<file path="src/rtl/wb_snoop_responder.sv">
// Snoop responder: turns arbiter READ snoops into dcache lookups and returns the
// registered result, keeping saturating hit/miss statistics.
module wb_snoop_responder #(
  parameter int dw    = 32,
  parameter int aw    = 32,
  parameter int cnt_w = 16
) (
  input  logic             wb_clk_i,
  input  logic             wb_rst_i,
  input  logic [aw-1:0]    snoop_adr_i,
  input  logic             snoop_type_i,
  output logic             snoop_ack_o,
  output logic             snoop_hit_o,
  output logic [dw-1:0]    snoop_dat_o,
  output logic             lkp_req_o,
  output logic [aw-1:0]    lkp_adr_o,
  input  logic             lkp_gnt_i,
  input  logic             lkp_valid_i,
  input  logic             lkp_hit_i,
  input  logic [dw-1:0]    lkp_dat_i,
  output logic [cnt_w-1:0] hit_cnt_o,
  output logic [cnt_w-1:0] miss_cnt_o
);

  localparam logic [1:0] IDLE = 2'd0;
  localparam logic [1:0] REQ  = 2'd1;
  localparam logic [1:0] WAIT = 2'd2;
  localparam logic [1:0] RESP = 2'd3;

  logic [1:0]       state;
  logic [aw-1:0]    adr;
  logic             ack;
  logic             hit;
  logic [dw-1:0]    dat;
  logic             stale;
  logic [cnt_w-1:0] hit_cnt;
  logic [cnt_w-1:0] miss_cnt;

  // stale marks a lookup that was granted but abandoned; its result pulse is still in flight
  always_ff @(posedge wb_clk_i or posedge wb_rst_i) begin
    if (wb_rst_i) begin
      state    <= IDLE;
      adr      <= '0;
      ack      <= 1'b0;
      hit      <= 1'b0;
      dat      <= '0;
      stale    <= 1'b0;
      hit_cnt  <= '0;
      miss_cnt <= '0;
    end else begin
      case (state)
        IDLE: begin
          if (lkp_valid_i) stale <= 1'b0;
          if (snoop_type_i) begin
            adr   <= snoop_adr_i;
            state <= REQ;
          end
        end
        REQ: begin
          if (!snoop_type_i) begin
            state <= IDLE;
            if (lkp_gnt_i) stale <= 1'b1;
            else if (lkp_valid_i) stale <= 1'b0;
          end else begin
            if (lkp_valid_i) stale <= 1'b0;
            if (lkp_gnt_i) state <= WAIT;
          end
        end
        WAIT: begin
          if (!snoop_type_i) begin
            // a pulse arriving now answers the older lookup if one was already stale
            state <= IDLE;
            stale <= stale | ~lkp_valid_i;
          end else if (lkp_valid_i) begin
            if (stale) begin
              stale <= 1'b0;
            end else begin
              state <= RESP;
              ack   <= 1'b1;
              hit   <= lkp_hit_i;
              dat   <= lkp_hit_i ? lkp_dat_i : '0;
              if (lkp_hit_i) begin
                if (hit_cnt != '1) hit_cnt <= hit_cnt + cnt_w'(1);
              end else begin
                if (miss_cnt != '1) miss_cnt <= miss_cnt + cnt_w'(1);
              end
            end
          end
        end
        RESP: begin
          if (lkp_valid_i) stale <= 1'b0;
          if (!snoop_type_i) begin
            state <= IDLE;
            ack   <= 1'b0;
            hit   <= 1'b0;
            dat   <= '0;
          end else if (snoop_adr_i != adr) begin
            state <= REQ;
            adr   <= snoop_adr_i;
            ack   <= 1'b0;
            hit   <= 1'b0;
            dat   <= '0;
          end
        end
        default: state <= IDLE;
      endcase
    end
  end

  assign snoop_ack_o = ack;
  assign snoop_hit_o = hit;
  assign snoop_dat_o = dat;
  assign lkp_req_o   = (state == REQ);
  assign lkp_adr_o   = adr;
  assign hit_cnt_o   = hit_cnt;
  assign miss_cnt_o  = miss_cnt;

endmodule

</file>
<file path="config.mk">
export PLATFORM = sky130hd
export DESIGN_NAME = wb_snoop_responder
export DESIGN_NICKNAME = d
export VERILOG_FILES = /design/src/rtl/wb_snoop_responder.sv
export SDC_FILE = /design/constraint.sdc
export NUM_CORES = 1
export LEC_CHECK = 0
export CORE_MARGIN = 2
export CORE_UTILIZATION = 45
export CTS_CLUSTER_DIAMETER = 80
export DETAILED_ROUTE_END_ITERATION = 8
export PLACE_DENSITY_LB_ADDON = 0.2
export SKIP_CTS_REPAIR_TIMING = 1
export SLEW_MARGIN = 30
export SYNTH_ARGS = -nofsm -noshare
export SYNTH_HDL_FRONTEND = slang
export SYNTH_SLANG_ARGS = --single-unit
</file>
<file path="constraint.sdc">
create_clock -name wb_clk_i -period 4.03 [get_ports wb_clk_i]
set_input_delay 0.6045 -clock wb_clk_i [delete_from_list [all_inputs] [get_ports wb_clk_i]]
set_output_delay 0.6045 -clock wb_clk_i [all_outputs]
set_load 0.01 [all_outputs]
</file>
==> results.tsv, run 1 <==
stage	metric	value	unit
floorplanning	num_rows	37	
pwr	p_total	4100	uW
setup_path	crit_path_max_fanout	12	
setup_path	crit_top_cell	buf_16	
place	portBuffers	168	
synth	synth_ff_type	dfrtp_1	
synth	syn_inst	356	
floorplanning	die_w	106	um
finish	syn2layout_area_growth	43.4	%
synth	synth_edf_count	0	
sta	setup_viol	0	
synth	synth_seq_cells	101	
routing	wl	11000	um
place	gp_congestion	0.813	
sta	grt_setup_unrepaired	false	
sta	worst_slack	1230	ps
synth	avgSynthCellArea	13.1	sq um
setup_path	worstPathArrival	3050	ps
pwr	ir_worst_vdd	361	uV
sta	relSlewSlack	56.0	%
sta	fin_skew	12.9	ps
place	hpwl	8120	um
sta	tns	0	ps
routing	vias	3412	
synth	synthArstFlopShare	100	%
pwr	powerDensity	612	nW/um^2
clocking	cts_tree	yes	
clocking	htree_levels	3	
synth	ys_seq_area_share	54.0	%
setup_path	worstSetupEndpointType	register	
routing	drc	0	
finish	fin_nets	605	
floorplanning	design.die.area	11200	sq um
floorplanning	io_pins	169	
global_routing	grt_max_degree	52	
setup_path	worstSetupPathType	in -> reg	
routing	dr.pass1.iters	4	
clocking	cts.path.max_buffers	2	
status	status	finished clean	
floorplanning	initial_core_util	45.7	%
finish	antenna_cells	0	
sta	tightest_slew	655	ps
finish	drive_above_1_share	12.6	%
finish	fill_cells	781	
setup_path	cp_top_family	simple AND/OR/NAND/NOR gates	
global_routing	grt_pass1_vias	3507	
sta	hold_violations	0	
synth	synth_nets	433	
setup_path	cp.buffers_inverters	3	
setup_path	crit_path_top_delay_cell	clkdlybuf4s50_1	
floorplanning	fp.coreArea	10200	sq um
clocking	clk_pin_slew_worst_paths	90	ps
routing	wl_per_cell	16.5	um
setup_path	max_stage_delay	500	ps
sta	finalCritPeriodShare	69.6	%
pwr	power.leakage	0.00293	uW
job	cap_violations	0	
clocking	clk_latency	360	ps
global_routing	grt_first_pass_wirelength	17800	um
sta	drv_slew	0	
clocking	clock-root-buffer	clkbuf_8	
routing	first_iter_violations	117	
sta	timing.fmax	0.357	GHz
floorplanning	die_y	106	um
global_routing	grt_overflow	0	
synth	yosysWarnings	0	
hold_path	hp-class	reg -> reg	
setup_path	cp-start-kind	primary input	
routing	vias_per_cell	5.10	
synth	yosysUniqueCellTypes	45	
place	place_ws	832	ps
synth	synth_area	4680	sq um
sta	period_needed	2800	ps
setup_path	worst_ep_required_time	4270	ps
clocking	cts.sinks	101	
global_routing	track_usage	20.1	%
global_routing	antenna_found_initial	0	
clocking	cts_buffers	9	
routing	drtAntennaViolNets	0	
setup_path	cp_cell_sequence	clkdlybuf4s50_1 -> xnor2_1 -> nand4_1 -> nor4_1 -> and4_1 -> nor2_4 -> buf_16 -> buf_16 -> mux2_1	
## metrics by stage
step                hold slack, ps  utilization (%)  cells  cell area, sq um
floorplan                      492                -    356              4680
global placement               461             63.3    651              6480
detailed placement             474             63.8    653              6530
CTS                            496             65.6    669              6710
global route                   499             65.6    669              6710
finish                         495             65.6    669              6710
## cells in the mapped netlist, drive strengths merged, types with 11 or more instances
cell type / count / area share, %
dfrtp: 101 / 54
xnor2: 46 / 8.6
mux2: 33 / 10
a22o: 32 / 6.0
nand2: 18 / 1.4
xor2: 16 / 3.0
nand3: 13 / 1.4
nand4: 13 / 2.1
nor2: 12 / 1.2
buf: 11 / 1.8
inv: 11 / 0.88
## cell families after synthesis
family | after synthesis | share of synthesized area (%)
fa+ha+maj | 7 | 1.87
xor+xnor | 62 | 11.6
flops | 101 | 54.0
mux | 34 | 10.6
simple gates | 81 | 10.4
buf+inv | 22 | 2.73
compound gates | 49 | 8.85
## state kept, by name, summed over array words and instances (netlist names)
register / flops
snoop_dat_o: 32
snoop_ack_o: 1
lkp_adr_o: 32
miss_cnt_o: 16
stale: 1
hit_cnt_o: 16
snoop_hit_o: 1
state: 2
## worst paths after layout
kind | from | slack, ps | depth (start not counted) | end
max | snoop_adr_i[1] | 1230 | 9 | lkp_adr_o[23]
min | hit_cnt_o[5] | 490 | 1 | hit_cnt_o[5]
max reg2reg | state[1] | 1450 | 8 | lkp_adr_o[23]
min reg2reg | hit_cnt_o[5] | 490 | 1 | hit_cnt_o[5]
max in group asynchronous | wb_rst_i | 2620 | 3 | snoop_dat_o[27]
min in group asynchronous | wb_rst_i | 680 | 2 | snoop_dat_o[5]
## cell usage in the layout (no fill, tap or decap), types with 2 or more instances in the layout
cell               n
a22o_1            32
inv_1              7
mux2_4            30
o22ai_1            2
and3_1             3
nor2_1             8
nor2_2             3
inv_2              3
dfrtp_1          101
buf_16             2
nand2_1           18
nor3_1             3
clkbuf_8          10
clkdlybuf4s50_1  168
nand2b_1           2
nand3_1           13
mux2_1             3
nor3_2             2
ha_1               7
xnor2_1           46
nor4_1             5
clkinvlp_4         3
nor4_2             2
and4_1             3
a21oi_1            4
nand4_1           12
xor2_1            16
## routing by layer
layer  track usage, %  routed length (um)  vias to the layer above  part of all wire [%]
met5                0                   0                        -                     0
met4             6.67                 163                        0                   1.5
met3             3.31                 395                       13                   3.6
met2             34.1                5630                       87                    51
met1             26.3                4860                     1705                    44
li1                 -                   -                     1607                     -
## where the power goes
part / internal (uW) / total, uW / leakage, uW / switching [uW]
Clock: 242 / 587 / 0.0000815 / 345
Sequential: 1360 / 1650 / 0.00132 / 296
Combinational: 1190 / 1870 / 0.00152 / 676
Total: 2790 / 4100 / 0.00293 / 1320
## cell type report
class,count,area [sq um],area share [%]
Inverter,11,43.8,0.653
Sequential cell,101,2530,37.7
Multi-Input combinational cell,233,2030,30.2
Clock buffer,11,141,2.11
Clock inverter,5,36.3,0.541
Tap cell,136,170,2.54
Timing Repair Buffer,172,1760,26.3
Note: power is estimated with default switching activity, not from simulation.
==> inputs of run 2 (changes only) <==
CORE_UTILIZATION = 41   (was 45)
clock period = 2.5 ns   (was 4.03 ns; I/O delays follow)
==> run 2 against run 1 <==
Global-route usage decreased by 1.5 points. Die area increased by 9.4%. Power increased by 73%. Highest routed layer unchanged. Combinational power increased by 60%. First-iteration DRC count increased by 31%. Largest cell class unchanged. Largest power group unchanged.
==> results.tsv, run 2 (synthesized netlist as in run 1, its figures left out) <==
stage	metric	value	unit	change
status	status	finished clean		unchanged
sta	relSlewSlack	50.0	%	was 56.0%
global_routing	use_met2	30.3	%	was 34.1%
global_routing	grt_overflow	0		unchanged
clocking	clock-root-buffer	clkbuf_16		was clkbuf_8
sta	timing.fmax	0.445	GHz	
routing	wl	11200	um	was 11000 um
sta	fin_skew	6.78	ps	was 12.9 ps
finish	layout_commonest_cell	clkdlybuf4s50_1		unchanged
pwr	power.leakage	0.00305	uW	was 0.00293 uW
clocking	cts_tree	yes		unchanged
finish	fill_cells	933		was 781
floorplanning	die_w	111	um	was 106 um
finish	drive_above_1_share	14.4	%	was 12.6%
pwr	p_total	7100	uW	was 4100 uW
sta	finalCritPeriodShare	89.8	%	
setup_path	worstPathArrival	2470	ps	was 3050 ps
global_routing	busiest_layer	met2		unchanged
setup_path	worstSetupEndpointType	register		unchanged
pwr	ir_worst_vdd	788	uV	was 361 uV
sta	worst_slack	255	ps	was 1230 ps
floorplanning	design.die.area	12300	sq um	was 11200 sq um
global_routing	track_usage	18.6	%	was 20.1%
job	cap_violations	0		unchanged
finish	final_cell_mix	168 x clkdlybuf4s50_1, 101 x dfrtp_1, 46 x xnor2_1, 32 x a22o_1, 30 x mux2_4		unchanged
floorplanning	io_pins	169		unchanged
pwr	powerDensity	1020	nW/um^2	was 612 nW/um^2
clocking	cts.path.max_buffers	2		unchanged
global_routing	antenna_found_initial	0		unchanged
setup_path	crit_path_max_fanout	6		was 12
setup_path	worstSetupPathType	reg -> reg		was in -> reg
finish	fin_nets	615		was 605
global_routing	grt_first_pass_wirelength	18300	um	was 17800 um
sta	tightest_slew	748	ps	was 655 ps
finish	antenna_cells	0		unchanged
place	portBuffers	168		unchanged
routing	drc	0		unchanged
routing	vias	3433		was 3412
clocking	clk_latency	340	ps	was 360 ps
global_routing	grt_max_degree	43		was 52
setup_path	r2r_end	hit_cnt_o[7]		was lkp_adr_o[23]
sta	drv_slew	0		unchanged
clocking	clk_pin_slew_worst_paths	70	ps	was 90 ps
global_routing	grt_pass1_vias	3545		was 3507
finish	syn2layout_area_growth	48.3	%	was 43.4%
setup_path	reg2reg_from	state[0]		was state[1]
place	hpwl	8250	um	was 8120 um
routing	dr.pass1.iters	6		was 4
setup_path	cp-start-kind	register		was primary input
sta	tns	0	ps	unchanged
routing	wl_per_cell	16.3	um	was 16.5 um
hold_path	hp-class	in -> async		was reg -> reg
setup_path	worst_ep_required_time	2720	ps	was 4270 ps
global_routing	grt_util_met3	3.44	%	was 3.31%
routing	drtAntennaViolNets	0		unchanged
global_routing	grt_use_met1	24.8	%	was 26.3%
routing	first_iter_violations	153		was 117
setup_path	reg2regPathDepth	8		unchanged
floorplanning	die_y	111	um	was 106 um
clocking	cts_buffers	9		unchanged
place	place_ws	13.3	ps	was 832 ps
clocking	htree_levels	3		unchanged
sta	period_needed	2250	ps	
floorplanning	num_rows	39		was 37
sta	setup_viol	0		unchanged
floorplanning	fp.coreArea	11300	sq um	was 10200 sq um
place	gp_congestion	0.791		was 0.813
sta	hold_violations	0		unchanged
setup_path	regToRegSetupSlack	250	ps	was 1450 ps
floorplanning	initial_core_util	41.5	%	was 45.7%
routing	vias_per_cell	5.00		was 5.10
clocking	cts.sinks	101		unchanged
sta	grt_setup_unrepaired	false		unchanged
## run 2: stage by stage
| step | area, sq um | hold WS [ps] | util [%] | instances |
|---|---|---|---|---|
| floorplan | 4680 | 492 | - | 356 |
| global placement | 6630 | 460 | 58.8 | 670 |
| CTS | 6940 | 499 | 61.6 | 686 |
| global route | 6940 | 514 | 61.6 | 686 |
| finish | 6940 | 496 | 61.6 | 686 |
| detailed placement | 6630 | 482 | 58.8 | 670 |
## run 2: layout make-up
type / instances / area (sq um) / area share, %
multi-input cells: 233 / 2030 / 29.2
clock inverters: 4 / 45.0 / 0.649
repair buffers: 182 / 1850 / 26.6
well taps: 143 / 179 / 2.58
inverters: 11 / 45.0 / 0.649
clock buffers: 12 / 267 / 3.84
flip-flops and latches: 101 / 2530 / 36.4
## run 2: how the worst max path moves through the flow
| stage | start | to | slack, ps | cells past startpoint |
|---|---|---|---|---|
| global placement | snoop_adr_i[5] | lkp_adr_o[22] | 70 | 8 |
| global route | state[0] | hit_cnt_o[5] | 90 | 8 |
| floorplan | state[0] | miss_cnt_o[13] | 520 | 8 |
| finish | state[0] | hit_cnt_o[7] | 250 | 8 |
| CTS | state[0] | hit_cnt_o[7] | 260 | 8 |
| detailed placement | snoop_adr_i[5] | snoop_dat_o[13] | 10 | 9 |
## run 2: routing by layer
layer | part of all wire (%) | up-vias
met5 | 0 | -
met4 | 1.9 | 0
met3 | 3.8 | 15
met2 | 49 | 77
met1 | 45 | 1712
li1 | - | 1629
## run 2: where the power goes
part	leakage, uW	internal, uW	switching, uW
clock network	0.000158	853	587
logic	0.00157	1920	1070
registers	0.00132	2190	481
## run 2: critical path, cell delays in order, from the launching register on
cell     delay (ps)
dfrtp_1         430
inv_1           120
ha_1            310
inv_2            80
nor3_2          210
nand2_1         170
nor3_1          500
nand3_1         160
xnor2_1         150
==> inputs of run 3 (changes only) <==
CAP_MARGIN = 0   (was default)
CELL_PAD_IN_SITES_DETAIL_PLACEMENT = 1   (was default)
CELL_PAD_IN_SITES_GLOBAL_PLACEMENT = 1   (was default)
CORE_UTILIZATION = 32   (was 41)
GPL_ROUTABILITY_DRIVEN = 0   (was default)
==> run 3 against run 2 <==
Clock skew rose by 1.7 ps. Non-clock buffer count rose by 2. Register-to-register slack improved by 50 ps. Power rose by 1.4%. Via count rose by 1.6%. Wire length rose by 11%. Final cell count rose by 6.3%. Sequential share of layout area fell by 0.37 points. Largest power group unchanged. Clock power rose by 3%.
==> results.tsv, run 3 (synthesized netlist as in run 1, its figures left out) <==
stage	metric	value	unit	change
status	status	finished clean		unchanged
global_routing	grt_overflow	0		unchanged
routing	dr.pass1.iters	4		was 6
routing	drc	0		unchanged
finish	fin_nets	617		was 615
place	place_ws	-69.9	ps	was 13.3 ps
sta	fin_skew	8.46	ps	was 6.78 ps
routing	wl_per_cell	17.1	um	was 16.3 um
place	portBuffers	168		unchanged
setup_path	worstPathArrival	2510	ps	was 2470 ps
floorplanning	die_y	125	um	was 111 um
setup_path	cp.buffers_inverters	3		was 2
pwr	ir_worst_vdd	448	uV	was 788 uV
global_routing	track_usage	16.4	%	was 18.6%
sta	tns	0	ps	unchanged
setup_path	crit_path_max_fanout	33		was 6
place	dp_cells	713		was 670
setup_path	worst_ep_required_time	2780	ps	was 2720 ps
floorplanning	design.die.area	15600	sq um	was 12300 sq um
finish	drive_above_1_share	14.5	%	was 14.4%
sta	relSlewSlack	52.2	%	was 50.0%
hold_path	hp-class	reg -> reg		was in -> async
routing	drtAntennaViolNets	0		unchanged
finish	fill_cells	1520		was 933
setup_path	cp_cell_sequence	clkdlybuf4s50_1 -> xnor2_1 -> nand4_1 -> nor4_1 -> and4_1 -> buf_4 -> a21o_2 -> buf_12 -> a22o_1		was inv_1 -> ha_1 -> inv_2 -> nor3_2 -> nand2_1 -> nor3_1 -> nand3_1 -> xnor2_1
sta	hold_violations	0		unchanged
global_routing	grt_pass1_vias	3702		was 3545
routing	first_iter_violations	118		was 153
sta	finalCritPeriodShare	89.1	%	was 89.8%
sta	timing.fmax	0.449	GHz	was 0.445 GHz
clocking	cts_buffers	9		unchanged
sta	setup_viol	0		unchanged
finish	fin_util	48.6	%	was 61.6%
floorplanning	initial_core_util	32.4	%	was 41.5%
floorplanning	fp.coreArea	14400	sq um	was 11300 sq um
routing	wl	12400	um	was 11200 um
global_routing	grt_first_pass_wirelength	20400	um	was 18300 um
setup_path	cp-start-kind	primary input		was register
floorplanning	io_pins	169		unchanged
pwr	power.leakage	0.00306	uW	was 0.00305 uW
place	hpwl	9230	um	was 8250 um
floorplanning	num_rows	44		was 39
finish	fin_cells	729		was 686
routing	vias	3488		was 3433
clocking	clk_latency	350	ps	was 340 ps
setup_path	max_stage_delay	500	ps	about the same
global_routing	grt_max_degree	36		was 43
clocking	htree_levels	3		unchanged
job	cap_violations	0		unchanged
setup_path	worstSetupPathType	in -> reg		was reg -> reg
place	placed_cell_area	6690	sq um	was 6630 sq um
setup_path	crit_path_top_delay_cell	clkdlybuf4s50_1		was nor3_1
clocking	cts.sinks	101		unchanged
routing	vias_per_cell	4.78		was 5.00
floorplanning	die_w	125	um	was 111 um
sta	worst_slack	272	ps	was 255 ps
setup_path	worstSetupEndpointType	register		unchanged
setup_path	cp_top_family	buffers and inverters		was simple AND/OR/NAND/NOR gates
clocking	clk_pin_slew_worst_paths	70	ps	about the same
sta	period_needed	2230	ps	was 2250 ps
finish	antenna_cells	0		unchanged
finish	final_area	7010	sq um	was 6940 sq um
clocking	clock-root-buffer	clkbuf_16		unchanged
sta	tightest_slew	716	ps	was 748 ps
pwr	powerDensity	1030	nW/um^2	was 1020 nW/um^2
sta	grt_setup_unrepaired	false		unchanged
finish	syn2layout_area_growth	49.8	%	was 48.3%
sta	drv_slew	0		unchanged
finish	layout_commonest_cell	clkdlybuf4s50_1		unchanged
clocking	cts_tree	yes		unchanged
global_routing	antenna_found_initial	0		unchanged
clocking	cts.path.max_buffers	2		unchanged
finish	final_cell_mix	168 x clkdlybuf4s50_1, 101 x dfrtp_1, 46 x xnor2_1, 32 x a22o_1, 30 x mux2_4		unchanged
==> run 3: area by class of cell <==
| cell class | count | area [sq um] | area share, % |
|---|---|---|---|
| Inverter | 11 | 45.0 | 0.643 |
| Tap cell | 184 | 230 | 3.28 |
| Sequential cell | 101 | 2530 | 36.1 |
| Clock inverter | 6 | 87.6 | 1.25 |
| Clock buffer | 10 | 229 | 3.27 |
| Timing Repair Buffer | 184 | 1860 | 26.6 |
| Multi-Input combinational cell | 233 | 2030 | 28.9 |
==> run 3: worst paths after layout <==
path                                        to  slack, ps            start  cells past startpoint
worst max-delay path            snoop_dat_o[5]        270  snoop_adr_i[21]                      9
worst min-delay path               snoop_hit_o        470      snoop_hit_o                      1
worst max register to register   hit_cnt_o[13]        300         state[0]                      8
worst min register to register     snoop_hit_o        470      snoop_hit_o                      1
max in group asynchronous        miss_cnt_o[8]       1380         wb_rst_i                      3
min in group asynchronous       snoop_dat_o[5]        500         wb_rst_i                      2
==> run 3: worst register-to-register path, cell delays in order, from the launching register on <==
cell and delay (ps):
dfrtp_1 430, inv_1 130, ha_1 310, inv_2 90
nor3_2 220, nand2_1 150, nor4_2 460, nand3_1 150
xnor2_1 140
==> run 3: routing by layer <==
metal  vias up  global-route usage [%]  part of all wire [%]
li1       1634                       -                     -
met5         -                       0                     0
met4         0                    3.86                   1.5
met2        74                    28.0                    51
met1      1766                    20.8                    44
met3        14                    4.47                   3.7
==> run 3: metrics by stage <==
stage                     total power [uW]  hold WS, ps
after global routing                  7630          493
final                                 7200          473
after detailed placement              5760          465
after floorplan                       4160          492
after CTS                             7310          481
after global placement                5690          460
==> run 3: power by group <==
part           switching (uW)  leakage, uW  total [uW]  internal (uW)
Clock                     614     0.000156        1490            878
Sequential                478      0.00132        2670           2190
Combinational            1120      0.00158        3040           1920
Total                    2210      0.00306        7200           4990
